--- src/rtl/mux16_rr_arbiter.sv ---
// mux16_rr_arbiter: round-robin arbiter sharing a 16:1 bit-select path, with bounded hold time.
// Optional lock input (masks the hold timeout) is enabled by defining MUX16_ARB_LOCK_EN.
module mux16_rr_arbiter #(
  parameter int MAX_HOLD = 8,
  parameter int HOLD_W = 8
) (
  input  logic        clk,
  input  logic        rst,
  input  logic [15:0] req,
  input  logic [15:0] din,
`ifdef MUX16_ARB_LOCK_EN
  input  logic        lock,
`endif
  output logic [15:0] grant,
  output logic [3:0]  sel,
  output logic        valid,
  output logic        q
);
  typedef enum logic {IDLE, GRANT} state_t;
  state_t state;
  logic [HOLD_W-1:0] hold_cnt;
  logic [3:0] last, win, idx;
  logic found, timeout, rel;
  // Scan starts just past the last served index; i=16 wraps back onto last itself.
  always_comb begin
    win = '0;
    idx = '0;
    found = 1'b0;
    for (int i = 1; i <= 16; i++) begin
      idx = last + 4'(i);
      if (!found && req[idx]) begin
        win = idx;
        found = 1'b1;
      end
    end
  end
`ifdef MUX16_ARB_LOCK_EN
  assign timeout = (MAX_HOLD != 0) && !lock && (hold_cnt >= HOLD_W'(MAX_HOLD - 1));
`else
  assign timeout = (MAX_HOLD != 0) && (hold_cnt >= HOLD_W'(MAX_HOLD - 1));
`endif
  assign rel = !req[sel] || timeout;
  assign q = valid & din[sel];
  always_ff @(posedge clk) begin
    if (rst) begin
      state <= IDLE;
      grant <= '0;
      sel <= '0;
      valid <= 1'b0;
      hold_cnt <= '0;
      last <= 4'hF;
    end else if (state == IDLE) begin
      if (found) begin
        state <= GRANT;
        sel <= win;
        grant <= 16'(1) << win;
        valid <= 1'b1;
        hold_cnt <= '0;
      end
    end else if (rel) begin
      state <= IDLE;
      grant <= '0;
      valid <= 1'b0;
      last <= sel;
    end else begin
      hold_cnt <= (&hold_cnt) ? hold_cnt : hold_cnt + 1'b1;
    end
  end
endmodule
--- config.mk ---
export PLATFORM = sky130hd
export DESIGN_NAME = mux16_rr_arbiter
export DESIGN_NICKNAME = d
export VERILOG_FILES = /design/src/rtl/mux16_rr_arbiter.sv
export SDC_FILE = /design/constraint.sdc
export NUM_CORES = 1
export LEC_CHECK = 0
export CORE_AREA = 4 4 123 125
export DETAILED_ROUTE_END_ITERATION = 16
export DIE_AREA = 0 0 127 129
export DONT_BUFFER_PORTS = 1
export PLACE_DENSITY_LB_ADDON = 0.15
export SLEW_MARGIN = 10
export SYNTH_ARGS = -nofsm -noshare
export SYNTH_HDL_FRONTEND = slang
export SYNTH_SLANG_ARGS = --single-unit
--- constraint.sdc ---
create_clock -name clk -period 12.9 [get_ports clk]
set_clock_uncertainty 0.05 [all_clocks]
set_input_delay 1.935 -clock clk [delete_from_list [all_inputs] [get_ports clk]]
set_output_delay 1.935 -clock clk [all_outputs]
set_load 0.005 [all_outputs]
; ---- After elaboration in Yosys (flattened, before gate mapping)
; Index checks and enable logic that the tools add are counted.
[word_totals]
output_inout_bits = 22
ff_bits = 34
input_bits = 34
[op_classes]
n_lt_le_gt_ge = 18
n_reduce_logical = 38
bitwise_logic = 2
eq_ne = 3
shift = 1
n_addsub = 16
n_mux = 81
[ops]
columns = op, count
row1 = $lt 4x5->1 const B, 17
row2 = $bmux 1 s4, 18
row3 = $mux 4, 16
row4 = $mux 16, 3
row5 = $mux 1, 40
row6 = $add 4x4->4 const B, 8
row7 = $mux 8, 4
row8 = $add 4x3->4 const B, 4
row9 = $logic_not 1->1, 16
row10 = $shl 1x4->16 const A, 1
row11 = $logic_and 1x1->1, 15
row12 = $add 4x2->4 const B, 2
row13 = $add 8x1->8 const B, 1
row14 = $ge 8x3->1 const B, 1
row15 = $reduce_and 8->1, 1
row16 = $reduce_and 2->1, 3
row17 = $add 4x1->4 const B, 1
row18 = $ne 2x2->1 const B, 2
row19 = $reduce_and 3->1, 1
row20 = $ne 2x1->1 const B, 1
row21 = $reduce_bool 2->1, 1
row22 = $and 1x1->1, 1
row23 = $logic_or 1x1->1, 1
row24 = $not 1->1, 1

; ---- Depth between registers and ports, before layout
; Gate-level depths: netlist of run 1.
[depth]
word_depth = 52
mapped_depth = 18
depth_no_buf = 11

; ---- Least setup slack after synthesis of run 1
; OpenSTA, ideal clock, no wires.
[synth_timing]
path_kind = in2reg
startpoint = in req[0]
endpoint = reg grant[6]
setup_slack_ns = 7.785
t_arrival_ns = 4.948
path_stages = 11
n_path_buf = 2
path_cell_list = mux4_1 -> mux2i_1 -> mux2i_1 -> or3_1 -> buf_2 -> or3_4 -> a2111oi_4 -> o221ai_2 -> and2_1 -> buf_6 -> a32o_1
[synth_via]
elab_chain_cells = 51
elab_cells_between_ends = 104
cone_classes = 1 x eq/ne / 1 x shift / 68 x mux / 34 x reduce/logical
[synth_lines]
columns = item, line
row1 = "start, declared", 9  ; input logic [15:0] req,
row2 = $bmux 1 s4, 31  ; if (!found && req[idx]) begin
row3 = $mux 1 (implied by the code), 31
row4 = $mux 1, 31
row5 = $logic_not 1->1, 31
row6 = $logic_and 1x1->1, 31
row7 = $mux 1, 31
row8 = $logic_not 1->1, 31
row9 = $logic_and 1x1->1, 31
row10 = (+35 left out), --
row11 = $logic_and 1x1->1, 31
row12 = $mux 1, 31
row13 = $logic_not 1->1, 31
row14 = $logic_and 1x1->1, 31
row15 = $mux 4, 31
row16 = $shl 1x4->16, 56  ; grant <= 16'(1) << win;
row17 = $mux 16, 53  ; if (found) begin
row18 = $mux 16, 52  ; end else if (state == IDLE) begin
row19 = "end signal, assigned", 56
row20 = "end, declared", 14  ; output logic [15:0] grant,
; Several ways; a longest one is shown, not always the timed one. The select of a mux whose other input is x is not followed.
; A chain may end at the register's enable or synchronous reset.

; ---- Worst setup path in the final report of run 1
[layout_timing]
startpoint = reg last[1]
endpoint = reg grant[11]
[layout_via]
elab_chain_cells = 52
elab_cells_between_ends = 114
cone_classes = 15 x add/sub / 1 x shift / 66 x mux / 32 x reduce/logical
[layout_lines]
columns = item, line
row1 = "start, declared", 22  ; logic [3:0] last, win, idx;
row2 = "start signal, assigned", 64  ; last <= sel;
row3 = $add 4x1->4, 30  ; idx = last + 4'(i);
row4 = $bmux 1 s4, 31
row5 = $mux 1 (implied by the code), 31
row6 = $mux 1, 31
row7 = $logic_not 1->1, 31
row8 = $logic_and 1x1->1, 31
row9 = $mux 1, 31
row10 = $logic_not 1->1, 31
row11 = (+36 left out), --
row12 = $logic_and 1x1->1, 31
row13 = $mux 1, 31
row14 = $logic_not 1->1, 31
row15 = $logic_and 1x1->1, 31
row16 = $mux 4, 31
row17 = $shl 1x4->16, 56
row18 = $mux 16, 53
row19 = $mux 16, 52
; Several ways; a longest one is shown, not always the timed one. The select of a mux whose other input is x is not followed.

==> results_tabular.tex, run 1 <==
\begin{tabular}{lr}
\hline
Metric & Value \\
\hline
\multicolumn{2}{l}{\textbf{Outcome}} \\
Result of the run & complete, no violations \\
\multicolumn{2}{l}{\textbf{Drt}} \\
Vias per cell & 6.21 \\
Number of DRC violations after detailed-routing iteration 0 & between 200 and 300 \\
Avg WL per Cell & 21.4 um \\
ANT nets after route & 0 \\
Number of detailed-routing iterations run before antenna repair & 4 \\
Aggregate routed wire length & 13.1 mm \\
DRC errors left & 0 \\
Via count & 3,788 \\
\multicolumn{2}{l}{\textbf{Clock tree}} \\
Deepest clock path buffer count & 2 \\
Register clock-pin slew on the reported worst setup and hold paths & 0.05 ns \\
Number of buffers inserted by post-CTS setup repair & 0 \\
Number of gates resized after cts & 0 \\
Buffer cell driving the clock tree root & sky130\_fd\_sc\_hd\_\_clkbuf\_16 \\
CTS tree & built \\
Maximum level of the CTS H-tree & 2 \\
Insertion delay of the later-clocked pin in the worst-skew pair & 0.28 ns \\
Number of hold-repair buffers added at the cts stage & 0 \\
Sinks on Clock Net & 34 \\
Clock buffers created by TritonCTS & 5 \\
\multicolumn{2}{l}{\textbf{STA}} \\
Max-slew violation count & 0 \\
Count of final setup violators & 0 \\
Shortest period the worst path allows & 5.43 ns \\
Final Worst Setup Slack & about 7.5 ns \\
Final clock period utilization by the worst path & 42.1\% \\
Unrepaired setup endpoints after global routing & no \\
Least-Margin Pin Slew & 1.09 ns \\
Highest clock rate & 0.184 GHz \\
Final Hold Violating Endpoints & 0 \\
Normalized max-slew margin & 27.2\% \\
Sum of negative setup slack & 0 ns \\
\multicolumn{2}{l}{\textbf{Critical path}} \\
Setup slack of the most critical reg-to-reg path & around 7.5 ns \\
Crit Path Category & register to register \\
Setup crit end kind & register \\
Cell Chain, Critical Path & buf\_4, inv\_1, ha\_1, mux4\_1, mux2i\_1, mux2i\_1, nor4\_1, and4\_1, a21oi\_1, nor3\_2, nand2\_1, o31ai\_2 \\
Launch point of the worst reg-to-reg path & last[1] \\
Worst EP arrival & 5.57 ns \\
Critical path capture point & grant[11] \\
Cell count along the critical path & 12 \\
End of the worst register-to-register path & grant[11] \\
Worst Path Max Fanout & 27 \\
Buffers \& Inverters on Critical Path & 2 \\
Kind of launch point of the worst setup path & register \\
Data required time of the worst path & 13.04 ns \\
Cell type group with the largest total delay on the critical path & simple AND/OR/NAND/NOR gates \\
Longest individual stage delay on the worst path & between 0.8 and 0.9 ns \\
Cell mode on critical path & sky130\_fd\_sc\_hd\_\_mux2i\_1 \\
Cell type of the slowest stage on the worst timing path & sky130\_fd\_sc\_hd\_\_ha\_1 \\
Worst reg-to-reg path cell count & 12 \\
CP startpoint & last[1] \\
\multicolumn{2}{l}{\textbf{Logic synthesis}} \\
Parity-gate share of the synthesized area counting xor and xnor cells & slightly below 4\% \\
Share of synthesized registers carrying an async set or reset & 0\% \\
Share of the yosys chip area belonging to registers & between 10\% and 20\% \\
FF+latch count, synth & 34 \\
Synthesized-area fraction occupied by adder cells & 2.73\% \\
Share of synthesized cell area in and, or, nand and nor gates & 17.8\% \\
Number of warning messages in the yosys log & 0 \\
Net count after synthesis & 487 \\
Fraction of synthesized area in multiplexers & 31.6\% \\
Number of flops mapped to enable cells by yosys & 0 \\
Average cell area after synthesis & 9.29 um2 \\
Syn Std Cell Area & 4130 um2 \\
Unique masters post-synth & 64 \\
Post-Synthesis Cells & around 440 \\
Main flop type after synthesis & sky130\_fd\_sc\_hd\_\_dfxtp\_1 \\
Synthesized-area fraction occupied by ao, oa, aoi and oai cells & 23.0\% \\
Main combinational cell family by area after synthesis & multiplexers \\
\multicolumn{2}{l}{\textbf{Layout}} \\
Post-synthesis to final-layout area growth & 7.28\% \\
Total number of nets in the final design & 472 \\
Number of filler instances in the final layout & 1,415 \\
Number of standard cells in the final layout excluding fillers & 610 \\
Count of inserted antenna diode cells & 0 \\
Fraction of layout instances using a drive strength above 1 & 18.4\% \\
\multicolumn{2}{l}{\textbf{Flow run}} \\
Max Cap Violations & 0 \\
\multicolumn{2}{l}{\textbf{Placement}} \\
Final estimated routing congestion in global placement & 0.896 \\
Count of input and output buffers & 0 \\
\# placed instances & 602 \\
Sum of net half-perimeters after detailed placement & 10.1 mm \\
Post-Place Worst Slack & 7.30 ns \\
\multicolumn{2}{l}{\textbf{Die}} \\
Full die area & 16,400 um2 \\
Die height & about 130 um \\
Initial core utilization & 29.7\% \\
Number of core rows & between 40 and 50 \\
Floorplan core area & 13,900 um2 \\
IO Pins & 56 \\
Floorplan die width & approximately 130 um \\
\multicolumn{2}{l}{\textbf{GRT}} \\
Total global-route track usage & 15.9\% \\
Number of global-route vias before repair & 3,662 \\
Aggregate global routing overflow & 0 \\
Antenna violations before repair & 0 \\
Global-route wire length before repair & 21.0 mm \\
Maximum number of pins on one net before global-route repair & 33 \\
\multicolumn{2}{l}{\textbf{Worst hold path}} \\
Path type of the worst min-delay path & register to register \\
\hline
\end{tabular}
worst reg2reg max path: cells and delay by family (launching register included):
kind,cells,cell delay [ns]
AND/OR/NAND/NOR,4,1.96
multiplexers,3,1.17
adder cells (fa/ha/maj),1,0.84
buffers and inverters,2,0.67
AO/OA/AOI/OAI,2,0.35
flip-flops,1,0.31
stage by stage:
step | hold slack, ns | cell area (um2) | util [%]
floorplan | 0.399 | 4130 | -
global placement | 0.426 | 4260 | 30.7
detailed placement | 0.433 | 4260 | 30.7
CTS | 0.440 | 4430 | 31.9
global route | 0.450 | 4430 | 31.9
finish | 0.427 | 4430 | 31.9
cell usage after synthesis (all sizes together), types with 5 or more instances:
| cell | n | share of area, % |
|---|---|---|
| a32o | 7 | 1.7 |
| ha | 9 | 2.7 |
| inv | 16 | 1.5 |
| and3 | 7 | 1.1 |
| o22ai | 5 | 0.76 |
| nor4 | 6 | 1.1 |
| and2 | 6 | 0.91 |
| a31oi | 9 | 1.4 |
| nor2b | 5 | 0.76 |
| o21ai | 7 | 0.85 |
| clkbuf | 15 | 1.4 |
| xnor2 | 12 | 3.1 |
| nor2 | 46 | 4.2 |
| mux2i | 25 | 6.1 |
| nand3 | 6 | 0.73 |
| a21oi | 19 | 2.3 |
| mux4 | 44 | 24 |
| buf | 10 | 1.6 |
| a211oi | 9 | 1.6 |
| a211o | 5 | 1.1 |
| a311oi | 5 | 1.1 |
| o211ai | 5 | 0.91 |
| nand2 | 45 | 4.1 |
| o31ai | 9 | 2.1 |
| dfxtp | 34 | 16 |
| mux2 | 5 | 1.4 |
| nor3 | 10 | 1.7 |
how the worst min path moves through the flow:
stage               from         to  slack, ns  cells after the start
6_report       grant[12]  grant[12]       0.43                      2
5_1_grt        grant[12]  grant[12]       0.45                      2
4_1_cts        grant[12]  grant[12]       0.44                      2
3_5_place_dp   grant[12]  grant[12]       0.43                      2
3_3_place_gp   grant[13]  grant[13]       0.43                      2
2_1_floorplan  grant[12]  grant[12]       0.40                      2
layout by cell type, fill, tap and decap left out, types with 7 or more instances in the layout:
| cell | synthesis | final |
|---|---|---|
| sky130_fd_sc_hd__o21ai_0 | 7 | 7 |
| sky130_fd_sc_hd__inv_1 | 16 | 16 |
| sky130_fd_sc_hd__mux2i_1 | 25 | 25 |
| sky130_fd_sc_hd__ha_1 | 9 | 9 |
| sky130_fd_sc_hd__and3_1 | 7 | 7 |
| sky130_fd_sc_hd__nand2_1 | 45 | 45 |
| sky130_fd_sc_hd__a32o_1 | 7 | 7 |
| sky130_fd_sc_hd__mux4_2 | 42 | 42 |
| sky130_fd_sc_hd__nor2_1 | 46 | 46 |
| sky130_fd_sc_hd__xnor2_1 | 9 | 9 |
| sky130_fd_sc_hd__nor3_1 | 7 | 7 |
| sky130_fd_sc_hd__dfxtp_1 | 34 | 34 |
| sky130_fd_sc_hd__a211oi_1 | 9 | 9 |
| sky130_fd_sc_hd__a31oi_1 | 9 | 9 |
| sky130_fd_sc_hd__a21oi_1 | 19 | 19 |
sequential cells by signal (all words and copies together) (netlist names):
| signal | cells |
|---|---|
| last | 4 |
| state | 1 |
| sel | 4 |
| grant | 16 |
| valid | 1 |
| hold_cnt | 8 |
layer usage:
layer / global-route usage [%] / routed length [um]
met1: 22.8 / 5860
met5: 0 / 0
met4: 2.59 / 186
met2: 25.1 / 6050
met3: 3.61 / 977
cells by family after synthesis:
| family | count (synthesis) |
|---|---|
| AO/OA/AOI/OAI | 120 |
| XOR/XNOR | 16 |
| adder cells (fa/ha/maj) | 9 |
| buffers and inverters | 41 |
| flip-flops | 34 |
| multiplexers | 74 |
| AND/OR/NAND/NOR | 150 |
cell type report:
| cell class | instances | area (um2) | area share, % |
|---|---|---|---|
| flip-flops and latches | 34 | 681 | 15.4 |
| inverters | 16 | 60.1 | 1.36 |
| multi-input cells | 369 | 3270 | 73.9 |
| well taps | 180 | 225 | 5.09 |
| repair buffers | 3 | 22.5 | 0.509 |
| clock buffers | 8 | 166 | 3.76 |
Power of run 1 is not shown: default switching activity piles up to over one toggle a cycle in this logic, so the estimate is an artifact.
==> inputs of run 2 (changes only) <==
==> constraint.sdc (replaced) <==
create_clock -name clk -period 5.2 [get_ports clk]
set_clock_uncertainty 0.05 [all_clocks]
set_input_delay 0.78 -clock clk [delete_from_list [all_inputs] [get_ports clk]]
set_output_delay 0.78 -clock clk [all_outputs]
set_load 0.005 [all_outputs]
==> run 2 against run 1 <==
  * Count of clock-buffer cells in the layout fell by 3
  * Hold slack gained 0.0015 ns
  * Via count up 1.9%
  * First-iteration DRC count is 14% lower
  * Non-clock buffer count is 9 higher
  * Highest routed layer unchanged
  * Wire length is 5.3% higher
==> results_tabular.tex, run 2 (synthesized netlist as in run 1, its figures left out) <==
\begin{tabular}{lr}
\hline
Metric & Value \\
\hline
\multicolumn{2}{l}{\textbf{STA}} \\
Normalized max-slew margin & 21.9\% \\
Shortest period the worst path allows & 4.58 ns \\
Unrepaired setup endpoints after global routing & no \\
Count of final setup violators & 0 \\
Least-Margin Pin Slew & 1.17 ns \\
Final Hold Violating Endpoints & 0 \\
Final clock period utilization by the worst path & 88.1\% \\
Max-slew violation count & 0 \\
Sum of negative setup slack & 0 ns \\
Highest clock rate & approximately 0.22 GHz \\
\multicolumn{2}{l}{\textbf{Layout}} \\
Total number of nets in the final design & 481 \\
Count of inserted antenna diode cells & 0 \\
Flip-flop count of the largest register after layout & 16 \\
Most common cell after layout, fill and taps aside & sky130\_fd\_sc\_hd\_\_nor2\_1 \\
Registers with the most flip-flops & grant x16, hold\_cnt x8 \\
Most flop-heavy register & grant \\
Post-synthesis to final-layout area growth & 8.89\% \\
Fraction of layout instances using a drive strength above 1 & 20.0\% \\
Commonest cells after routing, fill and taps aside & sky130\_fd\_sc\_hd\_\_nor2\_1, sky130\_fd\_sc\_hd\_\_nand2\_1, sky130\_fd\_sc\_hd\_\_mux4\_2 \\
Layout Utilization & 32.4\% \\
\multicolumn{2}{l}{\textbf{Placement}} \\
Final estimated routing congestion in global placement & just over 0.9 \\
Count of input and output buffers & 0 \\
Sum of net half-perimeters after detailed placement & 10.4 mm \\
\multicolumn{2}{l}{\textbf{Die}} \\
IO Pins & between 50 and 60 \\
Die height & 129 um \\
Floorplan die width & 127 um \\
Initial core utilization & 29.7\% \\
Number of core rows & 43 \\
Full die area & 16,400 um2 \\
Floorplan core area & $\sim$14,000 um2 \\
\multicolumn{2}{l}{\textbf{Critical path}} \\
Cell mode on critical path & sky130\_fd\_sc\_hd\_\_mux2i\_1 \\
Longest individual stage delay on the worst path & 0.63 ns \\
Cell Chain, Critical Path & inv\_1, ha\_1, mux4\_2, mux2i\_1, mux2i\_1, or3\_1, nor3\_4, nand2b\_1, o31ai\_1, a211oi\_1, a32o\_1 \\
Cell type of the slowest stage on the worst timing path & sky130\_fd\_sc\_hd\_\_o31ai\_1 \\
Crit Path Category & register to register \\
Worst EP arrival & 4.69 ns \\
Data required time of the worst path & 5.31 ns \\
Kind of launch point of the worst setup path & register \\
Worst Path Max Fanout & 13 \\
Setup crit end kind & register \\
\multicolumn{2}{l}{\textbf{Clock tree}} \\
Clock buffers created by TritonCTS & 5 \\
Register clock-pin slew on the reported worst setup and hold paths & $\sim$0.050 ns \\
Number of gates resized after cts & 0 \\
Maximum level of the CTS H-tree & 2 \\
CTS tree & built \\
Deepest clock path buffer count & 2 \\
Number of hold-repair buffers added at the cts stage & 0 \\
Sinks on Clock Net & 34 \\
Number of buffers inserted by post-CTS setup repair & 0 \\
Insertion delay of the later-clocked pin in the worst-skew pair & 0.27 ns \\
Buffer cell driving the clock tree root & sky130\_fd\_sc\_hd\_\_clkbuf\_16 \\
\multicolumn{2}{l}{\textbf{Drt}} \\
Vias per cell & 6.24 \\
Number of detailed-routing iterations run before antenna repair & 5 \\
Avg WL per Cell & 22.2 um \\
DRC errors left & 0 \\
Via count & 3,860 \\
Number of DRC violations after detailed-routing iteration 0 & 243 \\
Aggregate routed wire length & 13.8 mm \\
ANT nets after route & 0 \\
\multicolumn{2}{l}{\textbf{GRT}} \\
Total global-route track usage & 17.0\% \\
Global-route wire length before repair & 22.2 mm \\
Antenna violations before repair & 0 \\
Maximum number of pins on one net before global-route repair & 32 \\
Number of global-route vias before repair & 3,854 \\
Aggregate global routing overflow & 0 \\
\multicolumn{2}{l}{\textbf{Outcome}} \\
Result of the run & complete, no violations \\
\multicolumn{2}{l}{\textbf{Flow run}} \\
Max Cap Violations & 0 \\
\multicolumn{2}{l}{\textbf{Worst hold path}} \\
Path type of the worst min-delay path & register to register \\
\hline
\end{tabular}
[run 2: cell types whose count changed in the layout (fill, tap and decap cells not counted)]
| cell | change |
|---|---|
| sky130_fd_sc_hd__buf_4 | +9 |
| sky130_fd_sc_hd__clkbuf_8 | -3 |
| sky130_fd_sc_hd__clkinv_2 | +2 |
| sky130_fd_sc_hd__bufinv_16 | +1 |
[run 2: layer usage]
metal  track usage (%)  wire, um
met5                 0         0
met4              4.42       316
met3              3.82      1200
met2              26.7      6410
met1              23.7      5840
[run 2: final timing paths]
path	start	to	slack [ns]	cells past startpoint
max	last[0]	grant[6]	0.62	11
max reg2reg	last[0]	grant[6]	0.62	11
min reg2reg	grant[13]	grant[13]	0.43	2
min	grant[13]	grant[13]	0.43	2
[run 2: per-stage QoR]
stage / hold slack, ns / cell area [um2] / worst slack [ns] / cells
floorplan: 0.399 / 4130 / 0.126 / 444
detailed placement: 0.430 / 4330 / 0.693 / 611
global placement: 0.429 / 4330 / 0.732 / 611
CTS: 0.438 / 4490 / 0.663 / 619
global route: 0.464 / 4490 / 0.244 / 619
finish: 0.429 / 4490 / 0.621 / 619
[run 2: final cells by class]
class,count,area (um2)
Tap cell,180,225
Sequential cell,34,681
Multi-Input combinational cell,369,3270
Fill cell,1442,9390
Inverter,16,60.1
Timing Repair Buffer,12,90.1
Clock buffer,5,125
Clock inverter,3,40.0
[run 2: worst max-delay path, delay by kind of cell, from the launching register on]
family / cells / cell delay (ns)
AND/OR/NAND/NOR: 3 / 1.06
multiplexers: 3 / 1.14
adder cells (fa/ha/maj): 1 / 0.62
flip-flops: 1 / 0.32
AO/OA/AOI/OAI: 3 / 1.16
buffers and inverters: 1 / 0.10
Power of run 2 is left out for the same reason.
